## src/rtl/conv3x3_pkg.sv

```systemverilog
// Shared encodings and width helpers for the 3x3 neighbourhood filter.
// Imported by the kernel and the top level.
package conv3x3_pkg;

    typedef enum logic [1:0] {
        MODE_GAUSS   = 2'd0,
        MODE_BYPASS  = 2'd1,
        MODE_SHARPEN = 2'd2,
        MODE_RSVD    = 2'd3
    } mode_e;

    typedef enum logic {
        RUN   = 1'b0,
        FLUSH = 1'b1
    } state_e;

    localparam int DEF_DATA_W = 8;
    localparam int ACC_W      = DEF_DATA_W + 4;

    // Accumulator width for a given sample width (16x gain needs 4 bits).
    function automatic int acc_width(input int dw);
        return dw + 4;
    endfunction

endpackage

```

## src/rtl/conv3x3_kernel.sv

```systemverilog
// Single-channel 3x3 kernel: Gaussian, bypass or clamped sharpen.
// Purely combinational; the top level registers the result.
module conv3x3_kernel
    import conv3x3_pkg::*;
#(
    parameter int DATA_W = 8
) (
    input  logic [DATA_W-1:0] i_nw,
    input  logic [DATA_W-1:0] i_n,
    input  logic [DATA_W-1:0] i_ne,
    input  logic [DATA_W-1:0] i_w,
    input  logic [DATA_W-1:0] i_c,
    input  logic [DATA_W-1:0] i_e,
    input  logic [DATA_W-1:0] i_sw,
    input  logic [DATA_W-1:0] i_s,
    input  logic [DATA_W-1:0] i_se,
    input  logic [1:0]        i_mode,
    output logic [DATA_W-1:0] o_pix
);

    localparam int AW = acc_width(DATA_W);

    logic [AW-1:0]     w_gsum;
    logic [AW-1:0]     w_grnd;
    logic [AW-1:0]     w_sraw;
    logic [DATA_W-1:0] w_sclip;

    // Both filter sums; sharpen wraps in AW bits and is read as signed
    always_comb begin
        w_gsum = AW'(i_nw) + AW'(i_ne) + AW'(i_sw) + AW'(i_se)
               + ((AW'(i_n) + AW'(i_s) + AW'(i_w) + AW'(i_e)) << 1)
               + (AW'(i_c) << 2);
        w_grnd = w_gsum + AW'(8);
        w_sraw = AW'(5) * AW'(i_c)
               - AW'(i_n) - AW'(i_s) - AW'(i_w) - AW'(i_e);
        if (w_sraw[AW-1]) begin
            w_sclip = '0;
        end else if (|w_sraw[AW-2:DATA_W]) begin
            w_sclip = '1;
        end else begin
            w_sclip = w_sraw[DATA_W-1:0];
        end
    end

    // Mode select; the reserved encoding behaves as bypass
    always_comb begin
        o_pix = i_c;
        case (mode_e'(i_mode))
            MODE_GAUSS:   o_pix = w_grnd[AW-1:4];
            MODE_SHARPEN: o_pix = w_sclip;
            default:      o_pix = i_c;
        endcase
    end

endmodule

```

## src/rtl/matrix_conv3x3.sv

```systemverilog
// 3x3 neighbourhood filter: column window, line counter, flush FSM,
// per-line mode latch and registered output.
module matrix_conv3x3
    import conv3x3_pkg::*;
#(
    parameter int DATA_W    = 8,
    parameter int CHANNELS  = 1,
    parameter int PIC_WIDTH = 250
) (
    input  logic                       clk,
    input  logic                       rst_n,
    input  logic                       valid_in,
    output logic                       ready_in,
    input  logic [1:0]                 mode,
    input  logic [CHANNELS*DATA_W-1:0] din1,
    input  logic [CHANNELS*DATA_W-1:0] din2,
    input  logic [CHANNELS*DATA_W-1:0] din3,
    output logic                       valid_out,
    output logic [CHANNELS*DATA_W-1:0] dout
);

    localparam int PW = CHANNELS * DATA_W;
    localparam int CW = $clog2(PIC_WIDTH);
    localparam logic [CW-1:0] LAST = CW'(PIC_WIDTH - 1);

    state_e             r_state;
    state_e             w_state_nxt;
    logic [CW-1:0]      r_cnt;
    logic [2:0][PW-1:0] r_col0;
    logic [2:0][PW-1:0] r_col1;
    logic [2:0][PW-1:0] r_col2;
    logic [1:0]         r_mode;
    logic               r_req;
    logic               r_left;
    logic               r_valid;
    logic [PW-1:0]      r_dout;

    logic               w_accept;
    logic               w_flush;
    logic               w_last;
    logic [2:0][PW-1:0] w_west;
    logic [PW-1:0]      w_pix;

    assign ready_in  = (r_state != FLUSH);
    assign w_accept  = valid_in && ready_in;
    assign w_flush   = (r_state == FLUSH);
    assign w_last    = (r_cnt == LAST);
    assign valid_out = r_valid;
    assign dout      = r_dout;

    // Left edge: the centre column stands in for the missing west column
    assign w_west = r_left ? r_col1 : r_col2;

    // State register
    always_ff @(posedge clk or negedge rst_n) begin
        if (!rst_n) begin
            r_state <= RUN;
        end else begin
            r_state <= w_state_nxt;
        end
    end

    // Next state: last column of a line forces one flush cycle
    always_comb begin
        w_state_nxt = r_state;
        case (r_state)
            RUN:     if (w_accept && w_last) w_state_nxt = FLUSH;
            FLUSH:   w_state_nxt = RUN;
            default: w_state_nxt = RUN;
        endcase
    end

    // Window shift, column count, mode latch and output request
    always_ff @(posedge clk or negedge rst_n) begin
        if (!rst_n) begin
            r_col0 <= '0;
            r_col1 <= '0;
            r_col2 <= '0;
            r_cnt  <= '0;
            r_mode <= 2'd0;
            r_req  <= 1'b0;
            r_left <= 1'b0;
        end else if (w_accept) begin
            r_col0 <= {din3, din2, din1};
            r_col1 <= r_col0;
            r_col2 <= r_col1;
            r_cnt  <= w_last ? '0 : r_cnt + 1'b1;
            if (r_cnt == '0) begin
                r_mode <= mode;
            end
            r_req  <= (r_cnt != '0);
            r_left <= (r_cnt == CW'(1));
        end else if (w_flush) begin
            // col0 held so the last centre sees itself as its east neighbour
            r_col1 <= r_col0;
            r_col2 <= r_col1;
            r_req  <= 1'b1;
            r_left <= 1'b0;
        end else begin
            r_req  <= 1'b0;
        end
    end

    for (genvar g = 0; g < CHANNELS; g++) begin : g_ch
        conv3x3_kernel #(
            .DATA_W (DATA_W)
        ) u_kernel (
            .i_nw   (w_west[0][g*DATA_W +: DATA_W]),
            .i_n    (r_col1[0][g*DATA_W +: DATA_W]),
            .i_ne   (r_col0[0][g*DATA_W +: DATA_W]),
            .i_w    (w_west[1][g*DATA_W +: DATA_W]),
            .i_c    (r_col1[1][g*DATA_W +: DATA_W]),
            .i_e    (r_col0[1][g*DATA_W +: DATA_W]),
            .i_sw   (w_west[2][g*DATA_W +: DATA_W]),
            .i_s    (r_col1[2][g*DATA_W +: DATA_W]),
            .i_se   (r_col0[2][g*DATA_W +: DATA_W]),
            .i_mode (r_mode),
            .o_pix  (w_pix[g*DATA_W +: DATA_W])
        );
    end

    // Output register: one valid pulse per requested centre
    always_ff @(posedge clk or negedge rst_n) begin
        if (!rst_n) begin
            r_valid <= 1'b0;
            r_dout  <= '0;
        end else begin
            r_valid <= r_req;
            if (r_req) begin
                r_dout <= w_pix;
            end
        end
    end

endmodule

```

## config.mk

```make
export PLATFORM = sky130hd
export DESIGN_NAME = matrix_conv3x3
export DESIGN_NICKNAME = d
export VERILOG_FILES = /design/src/rtl/conv3x3_pkg.sv /design/src/rtl/conv3x3_kernel.sv /design/src/rtl/matrix_conv3x3.sv
export SDC_FILE = /design/constraint.sdc
export NUM_CORES = 1
export LEC_CHECK = 0
export ABC_AREA = 1
export CAP_MARGIN = 20
export CORE_UTILIZATION = 35
export CTS_CLUSTER_DIAMETER = 30
export CTS_CLUSTER_SIZE = 8
export DETAILED_ROUTE_END_ITERATION = 12
export RECOVER_POWER = 100
export SLEW_MARGIN = 15
export SYNTH_ARGS = -nofsm -noshare
export SYNTH_HDL_FRONTEND = slang
export SYNTH_HIERARCHICAL = 1
export SYNTH_SLANG_ARGS = --single-unit
```

## constraint.sdc

```tcl
create_clock -name clk -period 7.1 [get_ports clk]
set_input_delay 1.42 -clock clk [delete_from_list [all_inputs] [get_ports clk]]
set_output_delay 1.42 -clock clk [all_outputs]
set_load 0.02 [all_outputs]
```

==> impl_metrics.json, run 1 <==
{
  "period_share": 0.8398,
  "grt_max_degree": 98,
  "grt_pass1_wl_mm": 28.12,
  "synthToLayoutAreaGrowth_pct": 11.60,
  "drc_errors": 2,
  "die_area_sq_um": 23070,
  "synth-main-ff-cell": "dfrtp_1",
  "mostFrequentLayoutCells": "inv_1 (217), nand2_1 (180), dfrtp_1 (94)",
  "layout_setup_ws_ps": 1137,
  "synthesis.nets": 1094,
  "post_cts_buffers": 0,
  "final-hold-violation-count": 0,
  "cts_inserted_buffers": 9,
  "seq_area_frac_synth": 0.2992,
  "cp_data_required_time_ps": 7350,
  "wl_per_cell_microns": 12.96,
  "synthCells": 935,
  "cts_hold_buf": 0,
  "cts_root_buffer": "clkbuf_16",
  "setup-tns-final_ps": 0,
  "dr.pass1.iters": 9,
  "antennaDiodeCount": 0,
  "violations": "design-rule violations, max-capacitance violations, max-slew violations",
  "final_max_slew_viol_count": 214,
  "cap_violations": 3,
  "place.gp.congestion": 0.9011,
  "worst_pin_slew_ps": 3885,
  "crit_arrival_ps": 6220,
  "ys_top_cells_by_area": "dfrtp_1 (30%), fa_1 (18%), inv_1 (10%), ha_1 (9.2%), nand2_1 (8.6%)",
  "rr_worst_depth": 26,
  "antenna_found_initial": 0,
  "via_per_inst": 4.529,
  "hp-class": "flip-flop to flip-flop",
  "grt_pass1_vias": 5621,
  "overflow": 0,
  "grt_usage": 0.1528,
  "die_w_microns": 151.9,
  "synth_area_per_cell_sq_um": 8.409,
  "postCtsResizedCells": 0,
  "fin_worst_skew_ps": 13.89,
  "synth_area_leader_cell": "dfrtp_1",
  "core_area_sq_um": 21960,
  "cts_tree": "done",
  "min_period_ps": 5963,
  "rsz0062_at_grt": "no",
  "fmax_mhz": 167.7,
  "clockBufferDepth": 2,
  "relSlewSlack": -1.590,
  "outcome": "complete, but fails checks",
  "path_clk_slew_ps": 80,
  "worstHoldPathCells": 2,
  "insertion_delay_ps": 360,
  "synth_enable_flop_cells": 0,
  "rows": 54,
  "yosysTopAreaCellShare": 0.2992,
  "min-delay-start": "r_col2[20]",
  "die_height_microns": 151.9,
  "final_common_cell": "inv_1",
  "pin_count": 39,
  "critical_path_peak_fanout": 33,
  "endpoint_kind": "flip-flop",
  "clock_sinks": 94,
  "yosysWarnings": 6,
  "place_ws_ps": 1191,
  "ys_types": 37,
  "worstSetupStartpointType": "flip-flop",
  "start_util": 0.3581,
  "r2r_start": "r_left",
  "async_reset_ff_frac": 1.000,
  "dpl.hpwl_mm": 13.03,
  "nNetsFinal": 1124,
  "wl_mm": 16.21,
  "h-tree-depth": 3,
  "synth_area_sq_um": 7863,
  "dr.first_iter.drc_count": 328,
  "path_class": "flip-flop to flip-flop",
  "via_count": 5661,
  "drive_gt1_frac": 0.06907,
  "fin_hold_ws_ps": 485.9,
  "ant_nets": 0,
  "startpoint": "r_left",
  "io_buffers": 38,
  "setup_viol": 0,
  "synth-seq-cells": 94
}
==> synthesized netlist by cell type (8+ instances only) <==
library cell / n
a21oi_1: 47
a21oi_2: 17
buf_2: 12
dfrtp_1: 94
fa_1: 72
ha_1: 58
inv_1: 214
mux2_2: 8
nand2_1: 180
nand3_1: 38
nand3_2: 9
nor2_1: 61
o21ai_0: 43
o21ai_1: 13
xnor2_1: 8
xor2_1: 10
==> metal layers <==
metal	routed length [microns]	global-route usage
met5	0	0
met3	379	0.02253
met1	8382	0.2181
met4	170	0.04665
met2	7273	0.2394
==> registers in the layout, indices dropped and copies added (netlist names) <==
signal     cells
r_left         1
r_req          1
r_col2        24
dout           8
r_col1        24
r_mode         2
r_cnt          8
valid_out      1
r_state        1
r_col0        24
==> final cells by class <==
type                            count  area, sq um
Clock buffer                        9        225.2
Clock inverter                      7        91.34
Fill cell                        2213        13180
Inverter                          219        822.0
Multi-Input combinational cell    600         4544
Sequential cell                    94         2352
Tap cell                          280        350.3
Timing Repair Buffer               41        389.1
==> path summary, 6_finish.rpt <==
check	endpoint	slack [ps]
min in group asynchronous	dout[5]	1390
max in group asynchronous	r_col0[7]	1630
worst min-delay path	r_col2[20]	490
worst max-delay path	dout[5]	1140
worst min register to register	r_col2[20]	490
worst max register to register	dout[5]	1140
==> cell families after synthesis <==
logic type,share of synthesized area
AOI/OAI and AO/OA,0.09596
xor gates and xnor gates,0.02005
muxes,0.01146
and+or+nand+nor,0.1770
adders and majority gates,0.2756
DFF,0.2992
buffers and inverters,0.1208
==> per-stage QoR <==
stage                     cells  cell area [sq um]  utilization
after floorplan             935               7863            -
after global placement     1234               8486       0.3864
after detailed placement   1234               8486       0.3864
after CTS                  1250               8802       0.4009
after global routing       1250               8775       0.3996
final                      1250               8775       0.3996
==> worst max-delay path, stage by stage, from the launching register on <==
cell and delay [ps]:
dfrtp_1 650, buf_4 400, nor2_1 90, a21oi_1 120
inv_1 100, fa_1 490, fa_1 510, inv_1 40
ha_1 340, a21oi_1 150, nand2_1 100, a21oi_1 160
o21bai_1 110, xnor2_1 150, fa_1 490, inv_1 40
ha_1 280, ha_1 290, ha_1 360, nand2_1 90
inv_1 80, nand3_1 60, o21ai_0 190, a21boi_0 110
o21ai_0 100, nand3_2 90, mux2_2 260
Power of run 1 is left out: the tool's default activity adds up to more than one toggle a clock period on the data nets, which glitch-free logic cannot reach.
==> run 2, diff against run 1 <==
Clock period 7.1 ns to 5.55 ns, I/O delays scaled along.
==> run 2 against run 1 <==
The flow still finishes with violations (design-rule violations, max-capacitance violations, max-slew violations). Register-to-register slack lost 1000 ps. Flip-flop and latch count is the same. Final area grew 7.9%. Critical path type unchanged. Critical endpoint is now dout[7].
==> impl_metrics.json, run 2 (same netlist as run 1, synthesis figures left out) <==
{
  "violations": "design-rule violations, max-capacitance violations, max-slew violations",
  "outcome": "complete, but fails checks",
  "dr.pass1.iters": 9,
  "relSlewSlack": -1.208,
  "worst_pin_slew_ps": 3312,
  "core_area_sq_um": 21960,
  "antenna_found_initial": 0,
  "worstHoldEndpoint": "r_col2[1]",
  "hp-class": "flip-flop to flip-flop",
  "final_max_slew_viol_count": 207,
  "min_period_ps": 5424,
  "r2r_start": "r_left",
  "wl_per_cell_microns": 13.59,
  "insertion_delay_ps": 360,
  "critical_path_peak_fanout": 6,
  "cts_tree": "done",
  "ant_nets": 0,
  "die_area_sq_um": 23070,
  "start_util": 0.3581,
  "cts_inserted_buffers": 9,
  "path_class": "flip-flop to flip-flop",
  "final-hold-violation-count": 0,
  "synthToLayoutAreaGrowth_pct": 20.40,
  "period_share": 0.9773,
  "rsz0062_at_grt": "yes",
  "cap_violations": 3,
  "path_clk_slew_ps": 70,
  "fmax_mhz": 184.4,
  "final_common_cell": "inv_1",
  "place.gp.congestion": 0.9105,
  "grt_pass1_vias": 5641,
  "biggestRegsByFlops": "r_col0: 24 flops, r_col1: 24 flops, r_col2: 24 flops",
  "clock_sinks": 94,
  "io_buffers": 38,
  "min-delay-start": "r_col2[1]",
  "clockBufferDepth": 2,
  "rr_worst_depth": 26,
  "setup-tns-final_ps": 0,
  "via_count": 5909,
  "cts_root_buffer": "clkbuf_16",
  "crit_arrival_ps": 5660,
  "nNetsFinal": 1161,
  "die_height_microns": 151.9,
  "grt_usage": 0.1524,
  "via_per_inst": 4.591,
  "r2r-end": "dout[7]",
  "dr.first_iter.drc_count": 254,
  "endpoint_kind": "flip-flop",
  "die_w_microns": 151.9,
  "cts_hold_buf": 0,
  "n_fill_cell": 2108,
  "fin_worst_skew_ps": 12.79,
  "mostFrequentLayoutCells": "inv_1 (206), nand2_1 (176), dfrtp_1 (92)",
  "overflow": 0,
  "h-tree-depth": 3,
  "worstHoldPathCells": 2,
  "pin_count": 39,
  "worstSetupStartpointType": "flip-flop",
  "drc_errors": 2,
  "grt_max_degree": 98,
  "antennaDiodeCount": 0,
  "cp_data_required_time_ps": 5780,
  "rows": 54,
  "setup_viol": 0,
  "dpl.hpwl_mm": 13.33,
  "r2r_slack_ps": 130,
  "drive_gt1_frac": 0.1718,
  "wl_mm": 17.49,
  "grt_pass1_wl_mm": 28.03
}
==> run 2: cell types whose count changed in the layout (fill, tap and decap cells not counted), moves of 7 or more <==
cell and delta:
inv_2 +10, a21oi_2 +11, ha_1 -19, ha_4 +15
fa_2 +7, fa_1 -7, buf_4 +30, inv_1 -11
a21oi_1 -13
==> run 2: per-layer routing <==
layer / vias to the layer above / track usage / wire length (microns)
met5: - / 0 / 0
met4: 0 / 0.04470 / 278
met3: 18 / 0.02054 / 524
met2: 85 / 0.2394 / 8106
met1: 2813 / 0.2190 / 8579
li1: 2993 / - / -
==> run 2: final cells by class <==
| class | instances | area [sq um] | share of cell area |
|---|---|---|---|
| multi-input cells | 600 | 4897 | 0.5173 |
| flip-flops and latches | 94 | 2355 | 0.2487 |
| inverters | 219 | 822.0 | 0.08684 |
| repair buffers | 78 | 744.5 | 0.07864 |
| well taps | 280 | 350.3 | 0.03701 |
| clock buffers | 11 | 232.7 | 0.02458 |
| clock inverters | 5 | 65.06 | 0.006873 |
==> run 2: what timing repair did <==
action,4_1_cts,5_1_grt
buffers inserted,1,20
gates cloned,0,2
endpoints found under the setup margin,3,6
gates resized for setup,2,84
pin swaps,0,45
==> run 2: worst max-delay path by stage <==
stage	to	from
2_1_floorplan	dout[5]	r_left
3_3_place_gp	dout[5]	r_col1[9]
3_5_place_dp	dout[5]	r_col1[9]
4_1_cts	dout[5]	r_left
5_1_grt	dout[7]	r_left
6_report	dout[7]	r_left
==> run 2: through the flow <==
stage	instances	utilization	worst slack, ps	hold slack, ps	area [sq um]
2_1_floorplan	935	-	132.4	348.7	7863
3_3_place_gp	1248	0.3918	14.69	469.2	8603
3_5_place_dp	1248	0.3918	-64.91	476.2	8603
4_1_cts	1265	0.4059	4.107	493.6	8914
5_1_grt	1287	0.4311	-78.82	514.3	9467
6_report	1287	0.4311	125.9	487.4	9467
==> run 2: critical path, stage by stage (launching register included) <==
cell	delay, ps
dfrtp_2	450
buf_6	130
a21oi_2	130
inv_2	60
fa_1	490
inv_2	40
fa_1	510
ha_4	190
fa_2	400
nand3_2	80
nand2_2	60
a21oi_2	150
o21bai_2	120
xnor2_2	170
fa_2	400
inv_2	70
ha_4	120
inv_2	30
fa_1	500
inv_2	50
ha_4	230
a21o_1	190
a31oi_2	200
nand3_1	100
nand3b_1	100
nand3_2	60
mux2_2	250
Power of run 2 is left out for the same reason.
==> run 3, diff against run 2 <==
Settings changed: CTS_CLUSTER_SIZE 8 to 20.
Clock period 5.55 ns to 6.5 ns, I/O delays scaled along.
==> run 3 against run 2 <==
The run still ends with design-rule violations, max-capacitance violations, max-slew violations left. Critical path depth unchanged. First-iteration DRC count increased by 1.2%. Register-to-register slack improved by 560 ps. Global-route usage decreased by 0.21 points. Non-clock buffer count fell by 36. Critical path type unchanged. Critical endpoint is now dout[5].
==> impl_metrics.json, run 3 (same netlist as run 1, synthesis figures left out) <==
{
  "outcome": "complete, but fails checks",
  "violations": "design-rule violations, max-capacitance violations, max-slew violations",
  "path_clk_slew_ps": 70,
  "cts_tree": "done",
  "post_cts_buffers": 0,
  "antenna_found_initial": 0,
  "die_w_microns": 151.9,
  "cts_root_buffer": "clkbuf_16",
  "die_area_sq_um": 23070,
  "cap_violations": 3,
  "dpl.hpwl_mm": 13.14,
  "wl_per_cell_microns": 12.84,
  "hp-class": "flip-flop to flip-flop",
  "h-tree-depth": 3,
  "synthToLayoutAreaGrowth_pct": 11.90,
  "setup_viol": 0,
  "via_count": 5583,
  "io_buffers": 38,
  "grt_max_degree": 98,
  "setup-tns-final_ps": 0,
  "cts_hold_buf": 0,
  "die_height_microns": 151.9,
  "multi_input_area_sq_um": 4544,
  "crit_arrival_ps": 6060,
  "grt_usage": 0.1503,
  "final_max_slew_viol_count": 223,
  "critical_path_peak_fanout": 17,
  "drc_errors": 1,
  "worst_pin_slew_ps": 3825,
  "cts_inserted_buffers": 9,
  "via_per_inst": 4.463,
  "core_area_sq_um": 21960,
  "clockBufferDepth": 2,
  "n_fill_cell": 2260,
  "final-hold-violation-count": 0,
  "antennaDiodeCount": 0,
  "start_util": 0.3581,
  "grt_pass1_vias": 5532,
  "rsz0062_at_grt": "no",
  "wl_met1_mm": 8.280,
  "path_class": "flip-flop to flip-flop",
  "biggestRegsByFlops": "r_col0: 24 flops, r_col1: 24 flops, r_col2: 24 flops",
  "period_share": 0.8951,
  "wl_mm": 16.06,
  "pin_count": 39,
  "overflow": 0,
  "drive_gt1_frac": 0.07209,
  "endpoint_kind": "flip-flop",
  "clock_sinks": 94,
  "final_common_cell": "inv_1",
  "nNetsFinal": 1125,
  "min_period_ps": 5818,
  "seqCellArea_sq_um": 2352,
  "worstSetupStartpointType": "flip-flop",
  "dr.pass1.iters": 8,
  "dr_wl_met3_microns": 414,
  "relSlewSlack": -1.550,
  "grt_pass1_wl_mm": 27.39,
  "met2RoutedLength_mm": 7.110,
  "place.gp.congestion": 0.8833,
  "postCtsResizedCells": 0,
  "insertion_delay_ps": 360,
  "rows": 54,
  "fmax_mhz": 171.9,
  "ant_nets": 0,
  "dr.first_iter.drc_count": 257,
  "cp_data_required_time_ps": 6740,
  "mostFrequentLayoutCells": "inv_1 (216), nand2_1 (180), dfrtp_1 (94)",
  "top_layer_used": "met4",
  "fin_worst_skew_ps": 14.55
}
-- run 3: cell types whose count changed in the layout (fill, tap and decap cells not counted), sizes merged --
cell and delta:
buf -34, clkinvlp +1, clkinv -1, clkbuf -3, bufinv +1
-- run 3: cell type report --
cell class / instances / area share
Multi-Input combinational cell: 600 / 0.5165
Sequential cell: 94 / 0.2673
Inverter: 219 / 0.09343
Timing Repair Buffer: 42 / 0.04522
Tap cell: 280 / 0.03982
Clock buffer: 10 / 0.02716
Clock inverter: 6 / 0.01052
-- run 3: critical path, stage by stage (launching register included) --
cell and delay [ps]:
dfrtp_1 500, buf_4 260, a21oi_1 140, inv_1 100, fa_1 520, inv_1 50
fa_1 450, ha_1 250, fa_1 410, nand3_1 110, nand2_1 80, a21oi_1 130
o21bai_1 100, xnor2_1 150, fa_1 480, inv_1 40, ha_1 290, ha_1 300
ha_1 360, nand2_1 90, inv_1 80, nand3_1 60, o21ai_0 180, a21boi_0 100
o21ai_0 100, nand3_2 90, mux2_2 260
-- run 3: per-stage QoR --
stage,hold slack (ps),area (sq um),std cells,setup WS [ps],utilization
detailed placement,474.2,8493,1235,700.7,0.3868
global route,509.5,8798,1251,166.2,0.4007
floorplan,348.7,7863,935,1082,-
CTS,492.2,8825,1251,673.9,0.4019
global placement,470.1,8493,1235,733.5,0.3868
finish,485.9,8798,1251,681.8,0.4007
-- run 3: metal layers --
layer	global-route usage	vias to the layer above
met5	0	-
met4	0.04568	0
met3	0.02510	9
met2	0.2315	59
met1	0.2161	2592
li1	-	2923
-- run 3: final timing paths --
check | start | to | slack [ps] | cells past startpoint
min | r_col2[3] | r_col2[3] | 490 | 2
min in group asynchronous | rst_n | dout[5] | 1070 | 1
max | r_left | dout[5] | 680 | 26
max in group asynchronous | rst_n | r_col0[7] | 3040 | 2
max reg2reg | r_left | dout[5] | 680 | 26
min reg2reg | r_col2[3] | r_col2[3] | 490 | 2
Power of run 3 is left out for the same reason.
